[config.mk]
export PLATFORM = sky130hd
export DESIGN_NAME = fp_addmul_ctrl
export DESIGN_NICKNAME = d
export VERILOG_FILES = /design/src/rtl/fp_addmul_ctrl.sv
export SDC_FILE = /design/constraint.sdc
export NUM_CORES = 2
export LEC_CHECK = 0
export ABC_AREA = 1
export BUFFER_PORTS_ARGS = -buffer_cell sky130_fd_sc_hd__buf_2
export CAP_MARGIN = 20
export CORE_ASPECT_RATIO = 1.1
export CORE_MARGIN = 2
export CORE_UTILIZATION = 55
export DETAILED_ROUTE_END_ITERATION = 12
export PLACE_DENSITY = 0.72
export SYNTH_ARGS = -nofsm -noshare
export SYNTH_HDL_FRONTEND = slang
export SYNTH_SLANG_ARGS = --single-unit
[constraint.sdc]
create_clock -name clk -period 21.4 [get_ports clk]
set_clock_uncertainty 0.2 [all_clocks]
set_input_delay 1.07 -clock clk [delete_from_list [all_inputs] [get_ports clk]]
set_output_delay 1.07 -clock clk [all_outputs]
set_load 0.05 [all_outputs]
[src/rtl/fp_addmul_ctrl.sv]
// fp_addmul_ctrl: multi-cycle floating-point add / subtract / multiply unit.
// Operands use the IEEE-style layout sign|exponent|fraction. Subnormal inputs
// are flushed to zero. Rounding is round-to-nearest, ties-to-even. Any operand
// whose exponent field is all-ones (NaN or infinity) gives a canonical quiet
// NaN. The sequencing FSM is IDLE -> ALIGN -> EXEC -> NORM.. -> ROUND -> CHECK
// -> DONE. Special operands leave ALIGN early. An exact-zero sum leaves EXEC
// early.
//
// Ports
//   clk, rst_n          clock; asynchronous active-low reset
//   start               request an operation (sampled in IDLE)
//   op[1:0]             00 add, 01 sub (a-b), 10 mul, 11 treated as add
//   in_a, in_b [W-1:0]  operands, W = 1+EXP_W+MAN_W
//   out [W-1:0]         registered result, held until the next result
//   done                result valid (state DONE, held while start=1)
//   busy                operation in progress
//   overflow, underflow, invalid   status of the last operation
module fp_addmul_ctrl #(
  parameter int EXP_W = 8,
  parameter int MAN_W = 23
) (
  input  logic                 clk,
  input  logic                 rst_n,
  input  logic                 start,
  input  logic [1:0]           op,
  input  logic [EXP_W+MAN_W:0] in_a,
  input  logic [EXP_W+MAN_W:0] in_b,
  output logic [EXP_W+MAN_W:0] out,
  output logic                 done,
  output logic                 busy,
  output logic                 overflow,
  output logic                 underflow,
  output logic                 invalid
);
  localparam int W  = 1 + EXP_W + MAN_W;
  localparam int AW = MAN_W + 4;        // hidden | frac | G R S
  localparam int SW = MAN_W + 5;        // carry | hidden | frac | G R S
  localparam int XW = EXP_W + 2;        // signed working exponent
  localparam int PW = 2 * (MAN_W + 1);  // full product width

  localparam logic signed [XW-1:0] BIAS   = {3'b000, {(EXP_W-1){1'b1}}};
  localparam logic signed [XW-1:0] EMAX   = {2'b00, {EXP_W{1'b1}}};
  localparam logic signed [XW-1:0] ONE_X  = {{(XW-1){1'b0}}, 1'b1};
  localparam logic signed [XW-1:0] ZERO_X = '0;
  localparam logic [W-1:0] QNAN = {1'b0, {EXP_W{1'b1}}, 1'b1, {(MAN_W-1){1'b0}}};

  typedef enum logic [2:0] {
    S_IDLE, S_ALIGN, S_EXEC, S_NORM, S_ROUND, S_CHECK, S_DONE
  } state_t;

  state_t state_q, state_d;

  // control / architectural outputs (reset)
  logic [W-1:0] out_q, out_d;
  logic         ovf_q, ovf_d, unf_q, unf_d, inv_q, inv_d;

  // datapath (not reset)
  logic [W-1:0]           a_q, a_d, b_q, b_d;
  logic [1:0]             op_q, op_d;
  logic                   sign_q, sign_d, sa_q, sa_d, sbx_q, sbx_d;
  logic signed [XW-1:0]   exp_q, exp_d;
  logic [SW-1:0]          sig_q, sig_d;
  logic [AW-1:0]          siga_q, siga_d, sigb_q, sigb_d;

  // Right-shift an aligned significand. The shift saturates at AW-1, which
  // parks the hidden bit in the sticky position. Every bit shifted out is
  // ORed into the sticky bit.
  function automatic logic [AW-1:0] align_shift(input logic [AW-1:0] v,
                                                input logic [EXP_W-1:0] d);
    int            sh;
    logic [AW-1:0] mask;
    logic [AW-1:0] r;
    sh = int'(d);
    if (sh > AW - 1) sh = AW - 1;
    mask = ~({AW{1'b1}} << sh);
    r    = v >> sh;
    r[0] = r[0] | (|(v & mask));
    return r;
  endfunction

  // Round to nearest, ties to even. The result keeps carry|hidden|frac with
  // GRS cleared. A carry-out is left for CHECK to renormalize.
  function automatic logic [SW-1:0] round_rne(input logic [SW-1:0] s);
    logic [MAN_W+1:0] m;
    logic             up;
    m  = s[SW-1:3];
    up = s[2] & (s[1] | s[0] | s[3]);
    m  = m + {{(MAN_W+1){1'b0}}, up};
    return {m, 3'b000};
  endfunction

  // operand unpack
  logic             sa, sb, sbx, is_mul, is_sub, a_zero, b_zero, any_nan;
  logic [EXP_W-1:0] ea, eb;
  logic [MAN_W-1:0] fa, fb;
  logic [PW-1:0]    prod;

  assign sa      = a_q[W-1];
  assign sb      = b_q[W-1];
  assign ea      = a_q[W-2:MAN_W];
  assign eb      = b_q[W-2:MAN_W];
  assign fa      = a_q[MAN_W-1:0];
  assign fb      = b_q[MAN_W-1:0];
  assign is_mul  = (op_q == 2'b10);
  assign is_sub  = (op_q == 2'b01);
  assign sbx     = sb ^ is_sub;
  assign a_zero  = (ea == '0);
  assign b_zero  = (eb == '0);
  assign any_nan = (&ea) | (&eb);
  assign prod    = {{(MAN_W+1){1'b0}}, siga_q[AW-1:3]} *
                   {{(MAN_W+1){1'b0}}, sigb_q[AW-1:3]};

  logic                 cy;
  logic signed [XW-1:0] ec;
  logic [MAN_W-1:0]     frac_c;

  assign cy     = sig_q[SW-1];
  assign ec     = cy ? (exp_q + ONE_X) : exp_q;
  assign frac_c = cy ? sig_q[MAN_W+3:4] : sig_q[MAN_W+2:3];

  always_comb begin
    state_d = state_q;
    out_d   = out_q;
    ovf_d   = ovf_q;
    unf_d   = unf_q;
    inv_d   = inv_q;
    a_d     = a_q;
    b_d     = b_q;
    op_d    = op_q;
    sign_d  = sign_q;
    sa_d    = sa_q;
    sbx_d   = sbx_q;
    exp_d   = exp_q;
    sig_d   = sig_q;
    siga_d  = siga_q;
    sigb_d  = sigb_q;

    case (state_q)
      S_IDLE: begin
        if (start) begin
          a_d     = in_a;
          b_d     = in_b;
          op_d    = op;
          ovf_d   = 1'b0;
          unf_d   = 1'b0;
          inv_d   = 1'b0;
          state_d = S_ALIGN;
        end
      end

      S_ALIGN: begin
        state_d = S_EXEC;
        if (any_nan) begin
          out_d   = QNAN;
          inv_d   = 1'b1;
          state_d = S_DONE;
        end else if (is_mul && (a_zero || b_zero)) begin
          out_d   = {sa ^ sb, {(W-1){1'b0}}};
          state_d = S_DONE;
        end else if (!is_mul && a_zero && b_zero) begin
          out_d   = {sa & sbx, {(W-1){1'b0}}};
          state_d = S_DONE;
        end else if (!is_mul && a_zero) begin
          out_d   = {sbx, b_q[W-2:0]};
          state_d = S_DONE;
        end else if (!is_mul && b_zero) begin
          out_d   = a_q;
          state_d = S_DONE;
        end else if (is_mul) begin
          exp_d  = $signed({2'b00, ea}) + $signed({2'b00, eb}) - BIAS;
          sign_d = sa ^ sb;
          siga_d = {1'b1, fa, 3'b000};
          sigb_d = {1'b1, fb, 3'b000};
        end else begin
          sa_d  = sa;
          sbx_d = sbx;
          if (ea >= eb) begin
            exp_d  = $signed({2'b00, ea});
            siga_d = {1'b1, fa, 3'b000};
            sigb_d = align_shift({1'b1, fb, 3'b000}, ea - eb);
          end else begin
            exp_d  = $signed({2'b00, eb});
            siga_d = align_shift({1'b1, fa, 3'b000}, eb - ea);
            sigb_d = {1'b1, fb, 3'b000};
          end
        end
      end

      S_EXEC: begin
        state_d = S_NORM;
        if (is_mul) begin
          sig_d = {prod[PW-1:MAN_W], prod[MAN_W-1], prod[MAN_W-2],
                   |prod[MAN_W-3:0]};
        end else if (sa_q == sbx_q) begin
          sig_d  = {1'b0, siga_q} + {1'b0, sigb_q};
          sign_d = sa_q;
        end else if (siga_q == sigb_q) begin
          // exact cancellation is always +0
          out_d   = '0;
          state_d = S_DONE;
        end else if (siga_q > sigb_q) begin
          sig_d  = {1'b0, siga_q - sigb_q};
          sign_d = sa_q;
        end else begin
          sig_d  = {1'b0, sigb_q - siga_q};
          sign_d = sbx_q;
        end
      end

      S_NORM: begin
        // One shift per cycle; exit once the shifted value is normalized.
        if (sig_q[SW-1]) begin
          sig_d = {1'b0, sig_q[SW-1:2], sig_q[1] | sig_q[0]};
          exp_d = exp_q + ONE_X;
        end else if (!sig_q[SW-2]) begin
          sig_d = sig_q << 1;
          exp_d = exp_q - ONE_X;
        end
        if (!sig_d[SW-1] && sig_d[SW-2]) state_d = S_ROUND;
      end

      S_ROUND: begin
        sig_d   = round_rne(sig_q);
        state_d = S_CHECK;
      end

      S_CHECK: begin
        state_d = S_DONE;
        if (ec >= EMAX) begin
          out_d = {sign_q, {EXP_W{1'b1}}, {MAN_W{1'b0}}};
          ovf_d = 1'b1;
        end else if (ec <= ZERO_X) begin
          out_d = {sign_q, {(W-1){1'b0}}};
          unf_d = 1'b1;
        end else begin
          out_d = {sign_q, ec[EXP_W-1:0], frac_c};
        end
      end

      S_DONE: begin
        if (!start) state_d = S_IDLE;
      end

      default: state_d = S_IDLE;
    endcase
  end

  // state / output register boundary
  always_ff @(posedge clk or negedge rst_n) begin
    if (!rst_n) begin
      state_q <= S_IDLE;
      out_q   <= '0;
      ovf_q   <= 1'b0;
      unf_q   <= 1'b0;
      inv_q   <= 1'b0;
    end else begin
      state_q <= state_d;
      out_q   <= out_d;
      ovf_q   <= ovf_d;
      unf_q   <= unf_d;
      inv_q   <= inv_d;
    end
  end

  // datapath register boundary
  always_ff @(posedge clk) begin
    a_q    <= a_d;
    b_q    <= b_d;
    op_q   <= op_d;
    sign_q <= sign_d;
    sa_q   <= sa_d;
    sbx_q  <= sbx_d;
    exp_q  <= exp_d;
    sig_q  <= sig_d;
    siga_q <= siga_d;
    sigb_q <= sigb_d;
  end

  assign out       = out_q;
  assign done      = (state_q == S_DONE);
  assign busy      = (state_q != S_IDLE) && (state_q != S_DONE);
  assign overflow  = ovf_q;
  assign underflow = unf_q;
  assign invalid   = inv_q;

endmodule

; ---- After elaboration in Yosys (flattened, before gate mapping)
; Index checks and enable logic that the tools add are counted.
[classes]
n_eq_ne = 31
n_shift = 4
multipliers = 1
n_reduce_logical = 38
muxes = 84
magnitude_cmp = 6
bitwise = 20
n_addsub = 10
[op_table]
columns = op, n
row1 = $mux W32, 24
row2 = $mux W28, 4
row3 = $mux W26, 4
row4 = $pmux W32 S3, 1
row5 = $mux W10, 9
row6 = $pmux W28 S3, 1
row7 = $mux W27, 3
row8 = $shl A27 B32 Y27 const A, 2
row9 = $shr A27 B32 Y27, 2
row10 = $mux W31, 2
row11 = $and A27 B27 Y27, 2
row12 = $not A27 Y27, 2
row13 = $reduce_or A27 Y1, 2
row14 = $sub A27 B27 Y27, 2
row15 = $mul A24 B24 Y48, 1
row16 = $mux W3, 11
row17 = $ne A2 B2 Y1 const B, 16
row18 = $add A27 B27 Y28, 1
row19 = $eq A27 B27 Y1, 1
row20 = $gt A27 B27 Y1, 1
row21 = $add A25 B1 Y25, 1
row22 = $mux W8, 3
row23 = $mux W23, 1
row24 = $pmux W3 S7, 1
row25 = 42 further kinds, 97
[totals]
wordCells = 212
out_inout_bits = 37
ff_bits = 199
inputBits = 69

; ---- Depth between registers and ports, before layout
[logic_depth]
depth_word = 18
depth_mapped = 34

; ---- Worst setup path after synthesis
; Ideal clock, no wire load.
[synth_path]
path_type = reg2reg
start = reg sigb_q[6]
end = reg sig_q[13], data pin
setup_slack_ns = 14.719
required_ns = 20.946
path_stages_with_launch = 31
arrival_ns = 6.226
n_path_buf = 1
period_less_slack_ns = 6.681
setup_ns = 0.254
path_cell_list = edfxtp_1 > clkbuf_1 > nand2_1 > fa_1 > inv_1 > fa_1 > inv_1 > fa_1 > inv_1 > fa_1 > inv_1 > fa_1 > inv_1 > fa_1 > inv_1 > fa_1 > inv_1 > ha_1 > nand2_1 > nor2_1 > nand2_1 > nor4_1 > nand2_1 > nand3_1 > a21oi_1 > o21ai_0 > a21oi_1 > o21ai_0 > o21ai_0 > nand2_1 > nand2_1
[synth_via]
elab_chain_len = 6
word_cells_on_any_way = 10
[synth_lines]
columns = item, line
row1 = "start, declared", 63  ; logic [AW-1:0] siga_q, siga_d, sigb_q, sigb_d;
row2 = "start signal, assigned", 276  ; sigb_q <= sigb_d;
row3 = "parallel branches: the longest is 4 deep, another holds $mul A24 B24 Y48", n/a
row4 = $mux W28 *, 191  ; if (is_mul) begin
row5 = $pmux W28 S3 *, 138  ; case (state_q)
row6 = net sig_d[13], 62  ; logic [SW-1:0] sig_q, sig_d;
row7 = "end signal, assigned", 274  ; sig_q <= sig_d;
row8 = "end, declared", 62
; Mark *: on every way through the listed nets, which the timed path passes. The select of a mux whose other input is x is not followed.
; A chain may end at the register's enable or synchronous reset.

; ---- Final worst setup path
[layout_path]
start = reg sigb_q[13]
end = reg sig_q[7], data pin
[layout_via]
elab_chain_len = 6
word_cells_on_any_way = 7
[layout_lines]
columns = item, line
row1 = "parallel branches: the longest is 4 deep, another holds $mul A24 B24 Y48", n/a
row2 = $mux W28 *, 191
row3 = $pmux W28 S3 *, 138
row4 = net sig_d[7], 62
; Marks and branches as above.

==> results.py <==
metrics = {
    "min_path": {
        "min_from": "out[29]",
        "min_path_type": "reg2reg",
    },
    "sta": {
        "report.final.hold_viol_count": 0,
        "fin_crit_sh_pct": 38.0,
        "final.min_clock_period_ps": 8140,
        "fmax_mhz": 123,
        "worst_pin_slew_ps": 1260,
        "maxSlewHeadroom_pct": 16.1,
        "slew_viol_final": 0,
        "grt_setup_unrepaired": "false",
        "finalSetupTns_ps": 0,
        "setup_viol": 0,
    },
    "floorplanning": {
        "num_rows": 102,
        "die_area_um2": 73800,
        "die_y_um": 285,
        "coreArea_um2": 70600,
        "start_util_pct": 55.8,
        "io-pin-count": 106,
        "die_w_um": 259,
    },
    "clock_network": {
        "cts_root_buf": "clkbuf_16",
        "clock_sinks": 199,
        "cts-htree-levels": 4,
        "hold_buffers": 0,
        "path_clk_slew_ps": 80,
        "cts_max_path_buffers": 2,
        "cts_resized": 0,
        "cts_tree": "built",
        "cts_setup_buffers": 0,
        "cts_buffers": 17,
        "clkLatencyLatePin_ps": 500,
    },
    "worst_setup_path": {
        "crit_path_start_kind": "register",
        "cp_data_required_time_ps": 21460,
        "crit_path_max_fanout": 26,
        "cp.arrival_ps": 8200,
        "worstSetupPathType": "reg2reg",
        "reg2reg_from": "sigb_q[13]",
        "crit_start": "sigb_q[13]",
        "endpoint_kind": "register",
    },
    "run": {
        "maxCapViolCount": 0,
    },
    "detailed_routing": {
        "drt-vias-per-instance": 5.72,
        "drt_wl_total_mm": 145,
        "firstDrtPassIters": 6,
        "drc": 0,
        "routedWlPerCell_um": 22.2,
        "num_vias": 37200,
        "drt_iter0_drc": 3406,
        "ant_nets": 0,
    },
    "place": {
        "portBuffers": 105,
        "gp_congestion": 1.05,
        "place_hpwl_mm": 114,
    },
    "layout": {
        "drive_above_1_share_pct": 4.74,
        "syn_to_final_growth_pct": 5.12,
        "final_cell_mix": "1492 x nand2_1, 1263 x inv_1, 488 x fa_1",
        "utilization_pct": 58.7,
        "final_common_cell": "nand2_1",
        "diodes": 0,
        "finalNetCount": 6406,
    },
    "synth": {
        "syn_inst": 5578,
        "syn_area_um2": 39400,
        "synth_edf_count": 161,
        "yosys_warnings": 0,
        "async_flop_share_pct": 19.1,
        "syn_avg_cell_area_um2": 7.06,
        "ys_ff_latch": 199,
        "synth_flop_cell": "edfxtp_1",
        "synth_nets": 6424,
        "ys_seq_area_share_pct": 14.7,
        "ys_types": 62,
    },
    "global_routing": {
        "grt_use_total_pct": 39.9,
        "grt_max_degree": 74,
        "grt_pass1_wl_mm": 221,
        "antenna_found_initial": 1,
        "grt_overflow_total": 0,
        "grt_pass1_vias": 37400,
    },
    "outcome": {
        "status": "complete, no violations",
    },
}
worst max-delay path, cell delays in order, from the launching register on:
cell      delay (ps)
edfxtp_1        1200
ha_1             390
inv_1             80
fa_1             500
fa_1             550
inv_1             50
fa_1             480
fa_1             460
fa_1             440
fa_1             510
inv_1             50
fa_1             530
inv_1             60
ha_1             380
a21oi_1          320
o21ai_0          240
a21oi_1          190
nand2_1           90
a21oi_1          280
o21ai_0          220
o21ai_0          340
o21ai_0          180
nand2_1           90
nand3_1           60
synth_stat cells (all sizes together), types with 21 or more instances:
library cell / instances / area, um^2
edfxtp: 161 / 4830
o21bai: 23 / 173
clkbuf: 149 / 559
buf: 64 / 383
nor2: 329 / 1290
xor2: 83 / 727
nand3: 275 / 1390
o22ai: 41 / 257
a21oi: 292 / 1460
ha: 289 / 3620
a2bb2oi: 25 / 219
nand2: 1501 / 5680
fa: 488 / 9770
dfrtp: 38 / 951
nor3: 48 / 245
nand4: 39 / 250
inv: 1272 / 4770
o21ai: 260 / 1320
nor4: 21 / 131
o211ai: 34 / 255
cell families (layout without fill, tap and decap cells):
kind of cell / Yosys count / after routing / synth area share, %
adder cells (fa/ha/maj): 777 / 777 / 34.0
XOR/XNOR: 100 / 100 / 2.24
flip-flops: 199 / 199 / 14.7
buffers and inverters: 1494 / 1489 / 14.6
multiplexers: 1 / 1 / 0.0349
AO/OA/AOI/OAI: 774 / 774 / 11.3
AND/OR/NAND/NOR: 2233 / 2233 / 23.2
path summary, 6_finish.rpt:
| check | endpoint | slack (ps) | cells after the start |
|---|---|---|---|
| worst max-delay path | sig_q[7] | 13260 | 23 |
| worst min-delay path | out[29] | 280 | 2 |
| worst max register to register | sig_q[7] | 13260 | 23 |
| worst min register to register | out[29] | 280 | 2 |
| max in group asynchronous | out[7] | 19910 | 1 |
| min in group asynchronous | out[24] | 480 | 1 |
stage by stage:
stage          hold WS [ps]  std cells  setup WS, ps  instance area (um^2)
6_report                280       6509         13260                 41400
2_1_floorplan           274       5578         14720                 39400
3_3_place_gp            260       6473         13460                 40700
4_1_cts                 284       6505         13390                 41300
3_5_place_dp            265       6473         13400                 40700
5_1_grt                 300       6509         12880                 41400
routing by layer:
layer / vias up / global-route usage (%) / routed length [um]
li1: 17100 / - / -
met3: 476 / 6.57 / 11700
met1: 17800 / 48.0 / 54200
met5: - / 0 / 0
met2: 1877 / 64.1 / 66200
met4: 0 / 30.0 / 12800
registers in the layout, summed over array words and instances, names as in the netlist:
name,flops
a_q,32
b_q,32
out,32
sig_q,28
siga_q,27
sigb_q,27
exp_q,10
state_q,3
op_q,2
invalid,1
overflow,1
sa_q,1
sbx_q,1
sign_q,1
underflow,1
layout make-up:
class,count,area (um^2)
Multi-Input combinational cell,3885,27900
Timing Repair Buffer,176,1130
Clock inverter,15,189
Inverter,1281,4810
Fill cell,6881,29200
Clock buffer,17,425
Tap cell,936,1170
Sequential cell,199,5790
Power is not shown: default switching activity piles up to over one toggle a cycle in this logic, so the estimate is an artifact.
